$ cat config.mk
export PLATFORM = sky130hd
export DESIGN_NAME = reg_file_dumper_flat
export DESIGN_NICKNAME = d
export VERILOG_FILES = /design/src/rtl/reg_dump_pkg.sv /design/src/rtl/reg_file_dumper_if.sv /design/src/rtl/reg_file_dumper_settle_counter.sv /design/src/rtl/reg_file_dumper.sv /design/src/flat_wrapper.sv
export SDC_FILE = /design/constraint.sdc
export NUM_CORES = 1
export LEC_CHECK = 0
export ABC_AREA = 1
export BUFFER_PORTS_ARGS = -buffer_cell sky130_fd_sc_hd__buf_2
export CORE_MARGIN = 2
export CORE_UTILIZATION = 47
export CTS_CLUSTER_SIZE = 24
export DETAILED_ROUTE_END_ITERATION = 10
export HOLD_SLACK_MARGIN = 0.08
export PLACE_DENSITY = 0.77
export SETUP_SLACK_MARGIN = 0.5
export SYNTH_ARGS = -nofsm -noshare
export SYNTH_HDL_FRONTEND = slang
export SYNTH_SLANG_ARGS = --single-unit
$ cat constraint.sdc
create_clock -name CLK -period 1.5 [get_ports CLK]
set_input_delay 0.15 -clock CLK [delete_from_list [all_inputs] [get_ports CLK]]
set_output_delay 0.15 -clock CLK [all_outputs]
set_load 0.01 [all_outputs]
$ cat src/rtl/reg_dump_pkg.sv
// rtl/reg_dump_pkg.sv - shared state encoding and default widths for the register dump path
package reg_dump_pkg;

    localparam logic [1:0] IDLE = 2'd0;
    localparam logic [1:0] READ = 2'd1;
    localparam logic [1:0] SEND = 2'd2;
    localparam logic [1:0] FIN  = 2'd3;

    localparam int REG_ADDR_W = 3;
    localparam int REG_DATA_W = 8;
    localparam int REG_COUNT  = 8;

    typedef enum logic [1:0] {
        ST_IDLE = IDLE,
        ST_READ = READ,
        ST_SEND = SEND,
        ST_FIN  = FIN
    } dump_state_t;

    // Bits needed to hold max_value; never less than one so counters stay legal.
    function automatic int cnt_width(input int max_value);
        return (max_value < 2) ? 1 : $clog2(max_value + 1);
    endfunction

endpackage

$ cat src/rtl/reg_file_dumper_if.sv
// rtl/reg_file_dumper_if.sv - {address, data} beat stream leaving the register dumper
interface reg_file_dumper_if #(
    parameter int ADDR_W = reg_dump_pkg::REG_ADDR_W,
    parameter int DATA_W = reg_dump_pkg::REG_DATA_W
);
    logic [DATA_W-1:0] OUTDATA;
    logic [ADDR_W-1:0] OUTADDR;
    logic              OUTVALID;
    logic              OUTREADY;

    modport master (
        output OUTDATA,
        output OUTADDR,
        output OUTVALID,
        input  OUTREADY
    );

    modport slave (
        input  OUTDATA,
        input  OUTADDR,
        input  OUTVALID,
        output OUTREADY
    );
endinterface

$ cat src/rtl/reg_file_dumper_settle_counter.sv
// rtl/reg_file_dumper_settle_counter.sv - loadable down-counter timing the register file read settle
module reg_file_dumper_settle_counter #(
    parameter int WIDTH = 1
) (
    input  logic             clk,
    input  logic             resetn,
    input  logic             load,
    input  logic [WIDTH-1:0] load_value,
    input  logic             en,
    output logic             done
);

    logic [WIDTH-1:0] count;

    always_ff @(posedge clk) begin
        if (!resetn) begin
            count <= '0;
        end else if (load) begin
            count <= load_value;
        end else if (en && (count != '0)) begin
            count <= count - 1'b1;
        end
    end

    assign done = (count == '0);

endmodule

$ cat src/rtl/reg_file_dumper.sv
// rtl/reg_file_dumper.sv - walks the register file read port and streams every register as an {addr, data} beat
module reg_file_dumper
    import reg_dump_pkg::*;
#(
    parameter int NUM_REGS      = REG_COUNT,
    parameter int ADDR_W        = REG_ADDR_W,
    parameter int DATA_W        = REG_DATA_W,
    parameter int SETTLE_CYCLES = 1
) (
    input  logic                  CLK,
    input  logic                  RESET,
    input  logic                  START,
    output logic [ADDR_W-1:0]     RDADDRESS,
    input  logic [DATA_W-1:0]     RDDATA,
    reg_file_dumper_if.master     stream,
    output logic                  BUSY,
    output logic                  DONE
);

    localparam int                CNT_W       = cnt_width(SETTLE_CYCLES - 1);
    localparam logic [CNT_W-1:0]  SETTLE_LOAD = CNT_W'(SETTLE_CYCLES - 1);
    localparam logic [ADDR_W-1:0] LAST_ADDR   = ADDR_W'(NUM_REGS - 1);

    dump_state_t       state;
    dump_state_t       state_next;
    logic              settle_load;
    logic              settle_done;
    logic              capture;
    logic              handshake;
    logic              last_beat;
    logic [DATA_W-1:0] out_data;
    logic [ADDR_W-1:0] out_addr;

    assign handshake = (state == ST_SEND) && stream.OUTREADY;
    assign last_beat = (RDADDRESS == LAST_ADDR);

    always_ff @(posedge CLK) begin
        if (!RESET) begin
            state <= ST_IDLE;
        end else begin
            state <= state_next;
        end
    end

    always_comb begin
        state_next  = state;
        settle_load = 1'b0;
        capture     = 1'b0;
        case (state)
            ST_IDLE: begin
                if (START) begin
                    state_next  = ST_READ;
                    settle_load = 1'b1;
                end
            end
            ST_READ: begin
                if (settle_done) begin
                    state_next = ST_SEND;
                    capture    = 1'b1;
                end
            end
            ST_SEND: begin
                if (handshake) begin
                    state_next  = last_beat ? ST_FIN : ST_READ;
                    settle_load = !last_beat;
                end
            end
            ST_FIN: begin
                state_next = ST_IDLE;
            end
            default: begin
                state_next = ST_IDLE;
            end
        endcase
    end

    reg_file_dumper_settle_counter #(
        .WIDTH(CNT_W)
    ) u_settle (
        .clk       (CLK),
        .resetn    (RESET),
        .load      (settle_load),
        .load_value(SETTLE_LOAD),
        .en        (state == ST_READ),
        .done      (settle_done)
    );

    // Termination is by compare with the last address, so partial maps never drive higher addresses.
    always_ff @(posedge CLK) begin
        if (!RESET) begin
            RDADDRESS <= '0;
            out_data  <= '0;
            out_addr  <= '0;
        end else begin
            if ((state == ST_IDLE) && START) begin
                RDADDRESS <= '0;
            end else if (handshake) begin
                RDADDRESS <= last_beat ? '0 : RDADDRESS + 1'b1;
            end
            if (capture) begin
                out_data <= RDDATA;
                out_addr <= RDADDRESS;
            end
        end
    end

    assign stream.OUTDATA  = out_data;
    assign stream.OUTADDR  = out_addr;
    assign stream.OUTVALID = (state == ST_SEND);
    assign BUSY            = (state != ST_IDLE);
    assign DONE            = (state == ST_FIN);

endmodule

$ cat src/flat_wrapper.sv
// flat-port wrapper written by rule: the top's interface ports become plain ports
module reg_file_dumper_flat import reg_dump_pkg::*;
#(
    parameter int NUM_REGS      = REG_COUNT,
    parameter int ADDR_W        = REG_ADDR_W,
    parameter int DATA_W        = REG_DATA_W,
    parameter int SETTLE_CYCLES = 1
)
  (CLK, RESET, START, RDADDRESS, RDDATA, BUSY, DONE, stream_OUTDATA, stream_OUTADDR, stream_OUTVALID, stream_OUTREADY);
  reg_file_dumper_if #(.ADDR_W(ADDR_W), .DATA_W(DATA_W)) stream_i ();
  input  logic CLK;
  input  logic RESET;
  input  logic START;
  output logic [ADDR_W-1:0] RDADDRESS;
  input  logic [DATA_W-1:0] RDDATA;
  output logic BUSY;
  output logic DONE;
  output wire logic [$bits(stream_i.OUTDATA)-1:0] stream_OUTDATA;
  output wire logic [$bits(stream_i.OUTADDR)-1:0] stream_OUTADDR;
  output wire logic [$bits(stream_i.OUTVALID)-1:0] stream_OUTVALID;
  input wire logic [$bits(stream_i.OUTREADY)-1:0] stream_OUTREADY;
  assign stream_OUTDATA = stream_i.OUTDATA;
  assign stream_OUTADDR = stream_i.OUTADDR;
  assign stream_OUTVALID = stream_i.OUTVALID;
  assign stream_i.OUTREADY = stream_OUTREADY;
  reg_file_dumper #(.NUM_REGS(NUM_REGS), .ADDR_W(ADDR_W), .DATA_W(DATA_W), .SETTLE_CYCLES(SETTLE_CYCLES)) u_core (.CLK(CLK), .RESET(RESET), .START(START), .RDADDRESS(RDADDRESS), .RDDATA(RDDATA), .stream(stream_i), .BUSY(BUSY), .DONE(DONE));
endmodule
==> qor.txt <==
==============================================================================
Part of the power in the clock network                                   21.4%
Maximum VDD drop                                                      0.420 mV
Number of pins with negative max-slew slack in the final report              0
Data required time of the critical path                                1.35 ns
Int Pwr                                                                 744 uW
Outcome                                                              completed
Number of antenna diodes                                                     0
List of cells traversed by the critical path                      inv_4 -> nand2_4 -> inv_2 -> buf_6
Inserted Clock Buffers                                                       3
First-pass GRT wire length                                             2970 um
Total congestion overflow                                                    0
Clock period minus worst slack                                         1.10 ns
Synthesized netlist cell count                                              97
Part of the total power dissipated in sequential elements                47.9%
Slowest stage cell, crit path                                     sky130_fd_sc_hd__dfxtp_4
Top cell type by total area after synthesis                       sky130_fd_sc_hd__dfxtp_1
Number of failing setup endpoints in the final timing report                 0
Portion of total power attributed to combinational logic                 30.7%
Startpoint-to-endpoint class of the critical path                 flip-flop to primary output
Number of synthesized register bits                                         17
IO Pins                                                                     29
Met3 routed WL                                                           95 um
Setup crit start kind                                                flip-flop
Synthesized area divided by synthesized cell count                   8.45 um^2
Total Neg Setup Slack                                                     0 ns
Clock tree from TritonCTS                                                 done
Endpoint class of the critical path                               primary output
Share of cells above drive strength 1                                    62.2%
Share of the synthesized area in the top cell type                       41.5%
DIE HEIGHT                                                             45.8 um
Maximum number of buffers from clock root to sink                            2
Critical path data arrival time                                        0.95 ns
Biggest area contributors in the synthesized netlist              sky130_fd_sc_hd__dfxtp_1 (42%), sky130_fd_sc_hd__a21oi_2 (9.6%), sky130_fd_sc_hd__o21ai_2 (9.6%)
Switch share                                                             33.6%
Sequential fraction of the synthesis area                                41.5%
Top Family by Delay on Critical Path                                flip-flops
Routed len/inst                                                        12.1 um
Clock Skew                                                          0.00185 ns
Final net count                                                            150
Total power divided by cell area                                   952 nW/um^2
Max Clk Rate                                                         0.908 GHz
Hold-fix buffers, CTS                                                        0
Switching power                                                         376 uW
Initial antenna violation count                                              0
Routed metal-1 wire length                                              816 um
Total length of routed wires                                           1830 um
Total power                                                            1120 uW
Number of global-route vias before repair                                  695
Max-capacitance violation count                                              0
Final worst slack                                                     0.398 ns
Gpl congestion                                                           0.783
Count of vias placed by the detailed router                                754
Total standard cell area after synthesis                              820 um^2
Die width                                                              45.8 um
Clock Sinks                                                                 17
Transition time at the pin with the least slew margin                 0.363 ns
Count of buffers inserted at the top-level ports                            28
Standard-cell row count                                                     15
Unique masters post-synth                                                   19
DRC                                                                          0
RSZ-0062 raised after global routing                                       yes
Core area                                                            1690 um^2
Crit-path max cell delay                                               0.41 ns
HPWL after DPL                                                         1050 um
Top metal layer carrying routed signals                                   met4
Drt pass-1 iters                                                             4
Maximum level of the CTS H-tree                                              1
Final ANT Viol Nets                                                          0
Master cell of the clock root buffer                              sky130_fd_sc_hd__clkbuf_4
Global routing usage summed across all routing layers                    19.5%
Max-Slew Margin vs Limit                                                 75.8%
Ys Warns                                                                     0
Full die area                                                        2090 um^2
Starting density of the core                                             48.5%
Final period utilization                                                 73.4%
Pin count of the biggest net entering global routing                        15
Worst-Skew Late Latency                                                0.28 ns
CTS clk-pin slew, worst paths                                          0.10 ns
Worst min path class                                              input port to flip-flop
Mean number of vias per cell                                              4.96
Post-Place Worst Slack                                                0.223 ns
Number of nets produced by synthesis                                       111
Area growth, synth to finish                                             43.4%
Met2 wire length                                                        884 um
Highest fanout seen on the critical path                                     6
First-iteration detailed-routing DRC count                                  13
Final Hold Viols                                                             0
Buffers plus inverters on the worst setup path                               3
Pleak                                                              0.000540 uW
==============================================================================
## Yosys cell counts, drive strengths merged
cell    number
a21oi       15
buf          2
clkbuf       1
clkinv       1
dfxtp       17
ha           2
inv         20
nand2       16
nand3        4
nand3b       1
nor2         5
nor3         1
o21ai       12
## cell type report
cell class	instances	area [um^2]
flip-flops and latches	17	357
inverters	21	83.8
well taps	17	21.3
fillers	137	514
multi-input cells	59	492
clock buffers	4	26.3
repair buffers	34	195
## what timing repair did
item                       CTS  global route
gates cloned                 3             0
buffers inserted             5             1
setup endpoints to repair   20            21
pin swaps                    7             7
resized for setup           16            10
hold endpoints to repair     0             0
## cell families (layout without fill, tap and decap cells)
kind of cell | Yosys count | in the layout | share of synthesized area (%)
AO/OA/AOI/OAI | 27 | 27 | 24.7
AND/OR/NAND/NOR | 27 | 30 | 17.3
buffers and inverters | 24 | 59 | 13.4
flip-flops | 17 | 17 | 41.5
adder cells (fa/ha/maj) | 2 | 2 | 3.05
## metrics by stage
stage	util (%)	area (um^2)	hold WS, ns	instances
after detailed placement	58.4	986	0.413	139
after floorplan	-	855	0.288	97
after CTS	67.3	1140	0.108	151
after global placement	58.4	986	0.411	139
after global routing	69.6	1170	0.116	152
final	69.6	1170	0.121	152
## worst min-delay path: stages
cell,delay (ns)
sky130_fd_sc_hd__buf_2,0.08
sky130_fd_sc_hd__o21ai_2,0.05
sky130_fd_sc_hd__a21oi_2,0.08
## sequential cells by signal, summed over array words and instances (netlist names)
signal / count
u_core.u_settle.count: 1
u_core.stream.OUTADDR: 3
u_core.stream.OUTDATA: 8
u_core.state: 2
u_core.RDADDRESS: 3
## metal layers
layer	vias to the layer above	GRT usage (%)
met3	4	3.57
met5	-	0
met2	29	34.1
met1	333	22.9
met4	0	8.57
li1	388	-
## worst paths after layout
| kind | startpoint | to | slack [ns] | cells past startpoint |
|---|---|---|---|---|
| max | u_core.state[0]$_SDFFE_PN0P_ | stream_OUTVALID | 0.40 | 4 |
| min | RDDATA[5] | u_core.stream.OUTDATA[5]$_SDFFE_PN0P_ | 0.12 | 3 |
| max reg2reg | u_core.RDADDRESS[0]$_SDFFE_PP0N_ | u_core.state[1]$_SDFFE_PN0P_ | 0.42 | 6 |
| min reg2reg | u_core.stream.OUTDATA[2]$_SDFFE_PN0P_ | u_core.stream.OUTDATA[2]$_SDFFE_PN0P_ | 0.45 | 2 |
## power by group through the flow
stage,registers [uW],logic [uW],clock network [uW]
floorplan,558,177,0
global placement,539,259,0
detailed placement,542,263,0
CTS,535,331,248
global route,542,378,265
finish,536,343,240
## placed cells by master (no fill, tap or decap), drive strengths merged
master / count
a21oi: 15
nor2: 5
buf: 34
o21ai: 12
ha: 2
dfxtp: 17
clkbuf: 4
inv: 21
nor3: 1
nand2: 16
nand3: 4
nand3b: 4
Note: power is estimated with default switching activity, not from simulation.
